## config.mk

```make
export PLATFORM = sky130hd
export DESIGN_NAME = i2c_slave_flat
export DESIGN_NICKNAME = d
export VERILOG_FILES = /design/src/rtl/i2c_slave_if.sv /design/src/rtl/i2c_slave.sv /design/src/flat_wrapper.sv
export SDC_FILE = /design/constraint.sdc
export NUM_CORES = 1
export LEC_CHECK = 0
export ABC_AREA = 1
export CORE_MARGIN = 2
export CORE_UTILIZATION = 49
export DETAILED_ROUTE_END_ITERATION = 7
export GPL_TIMING_DRIVEN = 0
export PLACE_DENSITY = 0.75
export SYNTH_ARGS = -nofsm -noshare
export SYNTH_HDL_FRONTEND = slang
export SYNTH_SLANG_ARGS = --single-unit
```

## constraint.sdc

```tcl
create_clock -name clk -period 1.45 [get_ports clk]
set_input_delay 0.29 -clock clk [delete_from_list [all_inputs] [get_ports clk]]
set_output_delay 0.29 -clock clk [all_outputs]
set_load 0.01 [all_outputs]
```

## src/rtl/i2c_slave_if.sv

```systemverilog
// Bus-side and byte-side signals of the I2C target, bundled for one port.
// Combinational only: no storage, no latency.
// No backpressure: SCL is never stretched, byte consumers must keep up.
interface i2c_slave_if;
  logic       sclk;
  logic       sda_in;
  logic       sda_oe;
  logic [7:0] tx_data;
  logic       tx_req;
  logic [7:0] rx_data;
  logic       rx_valid;
  logic       rw;
  logic [3:0] state;

  // Target side: samples the bus, drives SDA enable and byte strobes.
  modport slave (
    input  sclk, sda_in, tx_data,
    output sda_oe, tx_req, rx_data, rx_valid, rw, state
  );

  // Controller / environment side.
  modport master (
    output sclk, sda_in, tx_data,
    input  sda_oe, tx_req, rx_data, rx_valid, rw, state
  );
endinterface

```

## src/rtl/i2c_slave.sv

```systemverilog
// I2C target with fixed 7-bit address: ACKs writes, serves reads MSB-first.
// Pin edges act 3 clk after they occur (2-flop sync + edge register).
// No backpressure: no clock stretching; tx_data must be ready when tx_req pulses.
module i2c_slave #(
  parameter logic [6:0] ADDR = 7'h50
) (
  input logic        clk,
  input logic        rst,
  i2c_slave_if.slave bus
);

  typedef enum logic [2:0] {
    S_IDLE     = 3'd0,
    S_ADDR     = 3'd1,
    S_ADDR_ACK = 3'd2,
    S_RX       = 3'd3,
    S_RX_ACK   = 3'd4,
    S_TX       = 3'd5,
    S_TX_ACK   = 3'd6
  } state_t;

  // [0],[1] synchronize, [2] holds the previous synchronized value.
  logic [2:0] scl_pipe_q, scl_pipe_d;
  logic [2:0] sda_pipe_q, sda_pipe_d;

  state_t     state_q, state_d;
  logic [2:0] cnt_q, cnt_d;
  logic [7:0] shift_q, shift_d;
  logic [7:0] rx_data_q, rx_data_d;
  logic       rx_valid_q, rx_valid_d;
  logic       tx_req_q, tx_req_d;
  logic       rw_q, rw_d;
  logic       sda_oe_q, sda_oe_d;
  // Second-half marker inside an ACK slot (ADDR_ACK/RX_ACK: ACK already
  // driven; TX_ACK: master ACK already sampled).
  logic       phase_q, phase_d;

  logic scl_s, scl_p, sda_s, sda_p;
  logic scl_rise, scl_fall, sda_rise, sda_fall;
  logic start_det, stop_det;
  logic [7:0] byte_in;

  // Input pipeline shifts the raw pins one step per clk.
  always_comb begin
    scl_pipe_d = {scl_pipe_q[1:0], bus.sclk};
    sda_pipe_d = {sda_pipe_q[1:0], bus.sda_in};
  end

  assign scl_s = scl_pipe_q[1];
  assign scl_p = scl_pipe_q[2];
  assign sda_s = sda_pipe_q[1];
  assign sda_p = sda_pipe_q[2];

  assign scl_rise = scl_s & ~scl_p;
  assign scl_fall = ~scl_s & scl_p;
  assign sda_rise = sda_s & ~sda_p;
  assign sda_fall = ~sda_s & sda_p;

  // SCL must be high in both the current and previous sample, so an SDA
  // edge coinciding with an SCL edge is treated as data, not START/STOP.
  assign start_det = scl_s & scl_p & sda_fall;
  assign stop_det  = scl_s & scl_p & sda_rise;

  assign byte_in = {shift_q[6:0], sda_s};

  // Next-state and output decode; STOP and START override every state.
  always_comb begin
    state_d    = state_q;
    cnt_d      = cnt_q;
    shift_d    = shift_q;
    rx_data_d  = rx_data_q;
    rx_valid_d = 1'b0;
    tx_req_d   = 1'b0;
    rw_d       = rw_q;
    sda_oe_d   = sda_oe_q;
    phase_d    = phase_q;

    if (stop_det) begin
      state_d  = S_IDLE;
      sda_oe_d = 1'b0;
      cnt_d    = 3'd0;
      phase_d  = 1'b0;
    end else if (start_det) begin
      state_d  = S_ADDR;
      sda_oe_d = 1'b0;
      cnt_d    = 3'd0;
      phase_d  = 1'b0;
    end else begin
      case (state_q)
        S_IDLE: begin
          sda_oe_d = 1'b0;
        end

        S_ADDR: begin
          if (scl_rise) begin
            shift_d = byte_in;
            cnt_d   = cnt_q + 3'd1;
            if (cnt_q == 3'd7) begin
              if (shift_q[6:0] == ADDR) begin
                rw_d    = sda_s;
                phase_d = 1'b0;
                state_d = S_ADDR_ACK;
              end else begin
                state_d = S_IDLE;
              end
            end
          end
        end

        S_ADDR_ACK: begin
          if (scl_fall) begin
            if (!phase_q) begin
              sda_oe_d = 1'b1;
              phase_d  = 1'b1;
            end else begin
              phase_d = 1'b0;
              if (rw_q) begin
                shift_d  = bus.tx_data;
                tx_req_d = 1'b1;
                sda_oe_d = ~bus.tx_data[7];
                cnt_d    = 3'd1;
                state_d  = S_TX;
              end else begin
                sda_oe_d = 1'b0;
                cnt_d    = 3'd0;
                state_d  = S_RX;
              end
            end
          end
        end

        S_RX: begin
          if (scl_rise) begin
            shift_d = byte_in;
            cnt_d   = cnt_q + 3'd1;
            if (cnt_q == 3'd7) begin
              rx_data_d  = byte_in;
              rx_valid_d = 1'b1;
              phase_d    = 1'b0;
              state_d    = S_RX_ACK;
            end
          end
        end

        S_RX_ACK: begin
          if (scl_fall) begin
            if (!phase_q) begin
              sda_oe_d = 1'b1;
              phase_d  = 1'b1;
            end else begin
              sda_oe_d = 1'b0;
              phase_d  = 1'b0;
              state_d  = S_RX;
            end
          end
        end

        S_TX: begin
          // cnt_q = number of bits already driven; wraps to 0 after bit0.
          if (scl_fall) begin
            if (cnt_q == 3'd0) begin
              sda_oe_d = 1'b0;
              phase_d  = 1'b0;
              state_d  = S_TX_ACK;
            end else begin
              sda_oe_d = ~shift_q[~cnt_q];
              cnt_d    = cnt_q + 3'd1;
            end
          end
        end

        S_TX_ACK: begin
          if (scl_rise) begin
            if (sda_s) begin
              state_d = S_IDLE;
            end else begin
              phase_d = 1'b1;
            end
          end else if (scl_fall && phase_q) begin
            phase_d  = 1'b0;
            shift_d  = bus.tx_data;
            tx_req_d = 1'b1;
            sda_oe_d = ~bus.tx_data[7];
            cnt_d    = 3'd1;
            state_d  = S_TX;
          end
        end

        default: begin
          state_d  = S_IDLE;
          sda_oe_d = 1'b0;
        end
      endcase
    end
  end

  // State and datapath registers; reset releases SDA immediately.
  always_ff @(posedge clk or posedge rst) begin
    if (rst) begin
      scl_pipe_q <= 3'b111;
      sda_pipe_q <= 3'b111;
      state_q    <= S_IDLE;
      cnt_q      <= 3'd0;
      shift_q    <= 8'h00;
      rx_data_q  <= 8'h00;
      rx_valid_q <= 1'b0;
      tx_req_q   <= 1'b0;
      rw_q       <= 1'b0;
      sda_oe_q   <= 1'b0;
      phase_q    <= 1'b0;
    end else begin
      scl_pipe_q <= scl_pipe_d;
      sda_pipe_q <= sda_pipe_d;
      state_q    <= state_d;
      cnt_q      <= cnt_d;
      shift_q    <= shift_d;
      rx_data_q  <= rx_data_d;
      rx_valid_q <= rx_valid_d;
      tx_req_q   <= tx_req_d;
      rw_q       <= rw_d;
      sda_oe_q   <= sda_oe_d;
      phase_q    <= phase_d;
    end
  end

  assign bus.sda_oe   = sda_oe_q;
  assign bus.tx_req   = tx_req_q;
  assign bus.rx_data  = rx_data_q;
  assign bus.rx_valid = rx_valid_q;
  assign bus.rw       = rw_q;
  assign bus.state    = {1'b0, state_q};

endmodule

```

## src/flat_wrapper.sv

```systemverilog
// flat-port wrapper written by rule: the top's interface ports become plain ports
module i2c_slave_flat 
#(
  parameter logic [6:0] ADDR = 7'h50
)
  (clk, rst, bus_sclk, bus_sda_in, bus_tx_data, bus_sda_oe, bus_tx_req, bus_rx_data, bus_rx_valid, bus_rw, bus_state);
  i2c_slave_if bus_i ();
  input logic clk;
  input logic rst;
  input wire logic [$bits(bus_i.sclk)-1:0] bus_sclk;
  input wire logic [$bits(bus_i.sda_in)-1:0] bus_sda_in;
  input wire logic [$bits(bus_i.tx_data)-1:0] bus_tx_data;
  output wire logic [$bits(bus_i.sda_oe)-1:0] bus_sda_oe;
  output wire logic [$bits(bus_i.tx_req)-1:0] bus_tx_req;
  output wire logic [$bits(bus_i.rx_data)-1:0] bus_rx_data;
  output wire logic [$bits(bus_i.rx_valid)-1:0] bus_rx_valid;
  output wire logic [$bits(bus_i.rw)-1:0] bus_rw;
  output wire logic [$bits(bus_i.state)-1:0] bus_state;
  assign bus_i.sclk = bus_sclk;
  assign bus_i.sda_in = bus_sda_in;
  assign bus_i.tx_data = bus_tx_data;
  assign bus_sda_oe = bus_i.sda_oe;
  assign bus_tx_req = bus_i.tx_req;
  assign bus_rx_data = bus_i.rx_data;
  assign bus_rx_valid = bus_i.rx_valid;
  assign bus_rw = bus_i.rw;
  assign bus_state = bus_i.state;
  i2c_slave #(.ADDR(ADDR)) u_core (.clk(clk), .rst(rst), .bus(bus_i));
endmodule
```

; Yosys cells after proc, flatten, opt, wreduce, memory -nomap -nowiden
; Cells that the tools add are included.
[classes]
magnitude_cmp = 1
add_sub_neg = 1
n_reduce_logical = 15
mux = 76
n_bitwise = 16
n_eq_ne = 35
[op_table]
columns = cell, n
row1 = 3-bit 2-to-1 mux, 25
row2 = 4-bit by 1-bit != test with 1-bit output (second input constant), 14
row3 = 8-bit 2-to-1 mux, 6
row4 = 1-bit 2-to-1 mux, 37
row5 = 8-bit case mux with 3 select lines, 1
row6 = 3-bit case mux with 7 select lines, 1
row7 = 13-bit AND reduction, 1
row8 = 3-bit equality test (second input constant), 4
row9 = 3-bit case mux with 4 select lines, 1
row10 = 6-bit AND reduction, 2
row11 = 11-bit AND reduction, 1
row12 = 2-bit by 1-bit != test with 1-bit output (second input constant), 5
row13 = 1-bit case mux with 5 select lines, 2
row14 = 9-bit AND reduction, 1
row15 = 1-bit NOT, 8
row16 = 8-bit AND reduction, 1
row17 = 1-bit AND, 7
row18 = 7-bit equality test (second input constant), 1
row19 = 7-bit nonzero test, 1
row20 = 3-bit by 2-bit equality test with 1-bit output (second input constant), 2
row21 = 3-bit logical NOT, 2
row22 = 3-bit by 1-bit != test with 1-bit output (second input constant), 2
row23 = 6-bit nonzero test, 1
row24 = 5-bit by 1-bit != test with 1-bit output (second input constant), 1
row25 = other kinds (16), 17
[totals]
register_bits = 33

; Depth between registers and ports, before layout
[logic_depth]
ltp_word = 9
depth_mapped = 12
mapped_depth_nobuf = 11

; Worst setup path after synthesis
; No wires, ideal clock.
[synth_timing]
path_type = flip-flop to flip-flop
from = reg u_core.cnt_q[0]
to = reg u_core.cnt_q[0]
required_ps = 1333
path_slack_ps = -97
stages_incl_launch_ff = 10
t_arrival_ps = 1430
path_cell_list = dfrtp_1 -> clkbuf_1 -> inv_1 -> ha_1 -> nand2_1 -> a21oi_1 -> o21ai_1 -> nand2_1 -> nand2_1 -> nand2_1
[synth_via]
elab_chain_len = 6
word_cells_on_any_way = 10
classes_between = add/sub: 1 / eq/ne: 1 / mux: 6 / reduce/logical: 2
[synth_rtl]
columns = element, line_no
row1 = from (decl), i2c_slave.sv:27  ; logic [2:0] cnt_q, cnt_d;
row2 = from (signal assigned), i2c_slave.sv:215  ; cnt_q <= cnt_d;
row3 = 3-bit by 1-bit adder with 3-bit output, "i2c_slave.sv:97, i2c_slave.sv:135, i2c_slave.sv:167"
row4 = 3-bit 2-to-1 mux, i2c_slave.sv:161  ; if (cnt_q == 3'd0) begin
row5 = 3-bit 2-to-1 mux, i2c_slave.sv:160  ; if (scl_fall) begin
row6 = 3-bit case mux with 4 select lines, i2c_slave.sv:89  ; case (state_q)
row7 = 3-bit 2-to-1 mux, i2c_slave.sv:83  ; end else if (start_det) begin
row8 = 3-bit 2-to-1 mux, i2c_slave.sv:78  ; if (stop_det) begin
; Parallel ways exist; a longest one is shown, timed or not. The select of a mux whose other input is x is not followed.
; A chain may end at the register's enable or synchronous reset.

; Worst setup path after layout
[layout_timing]
from = reg u_core.scl_pipe_q[1]
to = reg u_core.shift_q[6]
[layout_via]
elab_chain_len = 5
word_cells_on_any_way = 14
classes_between = eq/ne: 4 / bitwise: 8 / reduce/logical: 2
[layout_rtl]
columns = element, line_no
row1 = from (decl), i2c_slave.sv:23  ; logic [2:0] scl_pipe_q, scl_pipe_d;
row2 = from (signal assigned), i2c_slave.sv:212  ; scl_pipe_q <= scl_pipe_d;
row3 = 1-bit NOT, i2c_slave.sv:55  ; assign scl_fall = ~scl_s & scl_p;
row4 = 1-bit AND, i2c_slave.sv:55
row5 = 1-bit logical AND, i2c_slave.sv:179  ; end else if (scl_fall && phase_q) begin
row6 = 2-bit by 1-bit != test with 1-bit output (no line), n/a
row7 = 9-bit AND reduction (no line) (*), n/a
row8 = to (signal assigned), i2c_slave.sv:216  ; shift_q <= shift_d;
row9 = to (decl), i2c_slave.sv:28  ; logic [7:0] shift_q, shift_d;
; Mark *: on every way between the ends. The rest lies on a longest branch, timed or not.

==> results.py <==
metrics = {
    "status": {
        "status": "finished, violations left",
        "violations": "negative setup slack",
    },
    "clock_tree": {
        "cts_tree": "done",
        "cts_made_buffers": 5,
        "path_clk_slew_ps": 70,
        "hold_buffers": 0,
        "clkSinkCount": 33,
        "htreeDepth": 2,
        "clk_latency_ps": 290,
        "clockRootBuffer": "clkbuf_8",
        "clk_path_buf_depth": 2,
    },
    "global_routing": {
        "antenna_found_initial": 0,
        "track_usage": 0.209,
        "grt_pass1_vias": 1790,
        "grt_pass1_wl_mm": 8.02,
        "grt_max_degree": 34,
        "grt_overflow": 0,
    },
    "route": {
        "drtIter0Drc": 126,
        "firstDrtPassIters": 4,
        "routed-wl-met2_mm": 2.72,
        "wl_mm": 5.18,
        "drc": 0,
        "viasPerCell": 5.28,
        "postRouteAntennaNets": 0,
        "route.met3.wl_um": 263,
        "wl_per_cell_um": 13.4,
        "dr.max_layer_used": "met4",
        "num_vias": 2038,
        "wl_met1_mm": 2.13,
    },
    "floorplan": {
        "die_w_um": 69.0,
        "io_pins": 28,
        "fp.dieArea_sq_um": 4760,
        "start_util": 0.514,
        "die-height_um": 69.0,
        "rows": 23,
        "fp.coreArea_sq_um": 4030,
    },
    "worst_hold_path": {
        "hold_path.class": "flip-flop to flip-flop",
    },
    "timing": {
        "drv_slew": 0,
        "rsz0062_at_grt": "yes",
        "period_minus_slack_ps": 1660,
        "tightest_slew_ps": 703,
        "relSlewSlack": 0.530,
        "setup_violations": 25,
        "worst_slack_ps": -206,
        "fin_setup_tns_ps": -3190,
        "hold_ws_ps": 356,
        "max_clock_freq_mhz": 604,
        "fin_skew_ps": 6.22,
        "hold_viol": 0,
        "fin_crit_sh": 1.14,
    },
    "placed_design": {
        "dp.cells": 359,
        "post_dp_cell_area_sq_um": 2410,
        "io_buffers": 26,
        "dp_hpwl_mm": 3.35,
        "globalplace.congestion": 0.911,
    },
    "logic_synthesis": {
        "ys.flop_type": "dfrtp_1",
        "synth_edf_count": 0,
        "synth_top_cell_by_area": "dfrtp_1",
        "synthTopCellsByArea": "dfrtp_1 (33%), nand2_1 (17%), dfstp_2 (7.6%)",
        "synthArstFlopShare": 1.00,
        "synth_common_cells": "nand2_1 (94), dfrtp_1 (27), inv_1 (27)",
        "synthesis.area_sq_um": 2070,
        "yosysWarnings": 0,
        "syn_inst": 283,
        "synth_most_common_cell": "nand2_1",
        "synth_cell_type_count": 33,
        "synth_top_area_frac": 0.326,
        "ys_seq_area_frac": 0.402,
        "avgSynthCellArea_sq_um": 7.32,
        "synthesis.nets": 298,
        "ys_ff_latch": 33,
    },
    "worst_setup_path": {
        "arrival_ps": 1870,
        "cp_slowest_cell": "dfstp_2",
        "path_cells": "inv_2 -> nor2_4 -> nor2_2 -> nand3b_4 -> nor3_4 -> buf_6 -> nand2_1 -> o21ai_1",
        "ff2ff_setup_slack_ps": -210,
        "startpoint_type": "flip-flop",
        "critPathRequiredTime_ps": 1660,
        "critPathKind": "flip-flop to flip-flop",
        "worst-path-buf-inv": 2,
        "crit_path_max_fanout": 6,
        "crit_family": "simple AND/OR/NAND/NOR gates",
        "endpoint_kind": "flip-flop",
        "cp_slowest_stage_delay_ps": 600,
    },
    "finish": {
        "area_growth_pct": 39.2,
        "diodes": 0,
        "final_area_sq_um": 2880,
        "fin_nets": 350,
        "final_cells": 386,
        "drive_gt1_frac": 0.351,
    },
    "pwr": {
        "p_leak_nw": 1.47,
        "p_total_mw": 2.65,
        "vdd_drop_max_mv": 0.675,
        "p_per_area_nw_per_um2": 920,
    },
    "run": {
        "drv_cap": 0,
    },
}
[what timing repair did]
action / in CTS / in global routing
pin swaps: 6 / 22
endpoints found under the setup margin: 66 / 25
buffers inserted: 10 / 7
gates cloned: 0 / 2
resized for setup: 39 / 56
[report_power, final]
part	switching (mW)	leakage [nW]	internal, mW
combinational	0.534	0.999	0.311
clock	0.350	0.0439	0.331
sequential	0.0674	0.422	1.06
[cells by family (layout without fill, tap and decap cells)]
kind of cell | after synthesis | in the layout | synth area share
simple gates | 165 | 165 | 0.374
flops | 33 | 33 | 0.402
fa+ha+maj | 3 | 3 | 0.0181
compound gates | 41 | 41 | 0.111
other cells | 1 | 1 | 0.00181
buf+inv | 40 | 93 | 0.0930
[through the flow]
step	setup slack, ps	util
final	-206	0.715
after global placement	-334	0.599
after floorplan	-66.2	-
after global routing	-290	0.715
after CTS	-192	0.654
after detailed placement	-373	0.599
[routing by layer]
metal,vias to the layer above,track usage
met1,972,0.264
met4,0,0.0654
li1,1004,-
met5,-,0
met3,6,0.0453
met2,56,0.356
[state kept, by name, summed over array words and instances (netlist names)]
register	flops
u_core.bus.tx_req	1
u_core.phase_q	1
u_core.bus.rw	1
u_core.scl_pipe_q	3
u_core.bus.sda_oe	1
u_core.cnt_q	3
u_core.bus.rx_data	8
u_core.bus.rx_valid	1
u_core.sda_pipe_q	3
u_core.shift_q	8
u_core.state_q	3
[worst paths after layout]
kind | start | endpoint | cells after the start
setup / recovery | u_core.scl_pipe_q[1] | u_core.shift_q[6] | 8
hold / removal | u_core.sda_pipe_q[0] | u_core.sda_pipe_q[1] | 0
setup reg to reg | u_core.scl_pipe_q[1] | u_core.shift_q[6] | 8
hold reg to reg | u_core.sda_pipe_q[0] | u_core.sda_pipe_q[1] | 0
max in group asynchronous | rst | u_core.state_q[0] | 2
min in group asynchronous | rst | u_core.bus.rx_data[0] | 2
[cell usage in the layout (no fill, tap or decap), types with 7 or more instances in the layout]
master,count
a21oi_1,7
buf_4,14
buf_6,8
clkdlybuf4s50_1,13
dfrtp_1,25
dlygate4sd2_1,13
inv_1,22
nand2_1,76
nand2_2,19
nand2_4,7
nand3_1,20
nor2_1,12
nor2_4,12
o21ai_0,10
o21ai_2,12
[cell type report]
type	instances	area [sq um]
plain buffers	8	86.3
multi-input cells	210	1250
fillers	321	1150
repair buffers	45	432
clock buffers	5	68.8
well taps	50	62.6
clock inverters	3	17.5
inverters	32	131
flip-flops and latches	33	836
Power figures use the tool's default switching activity.
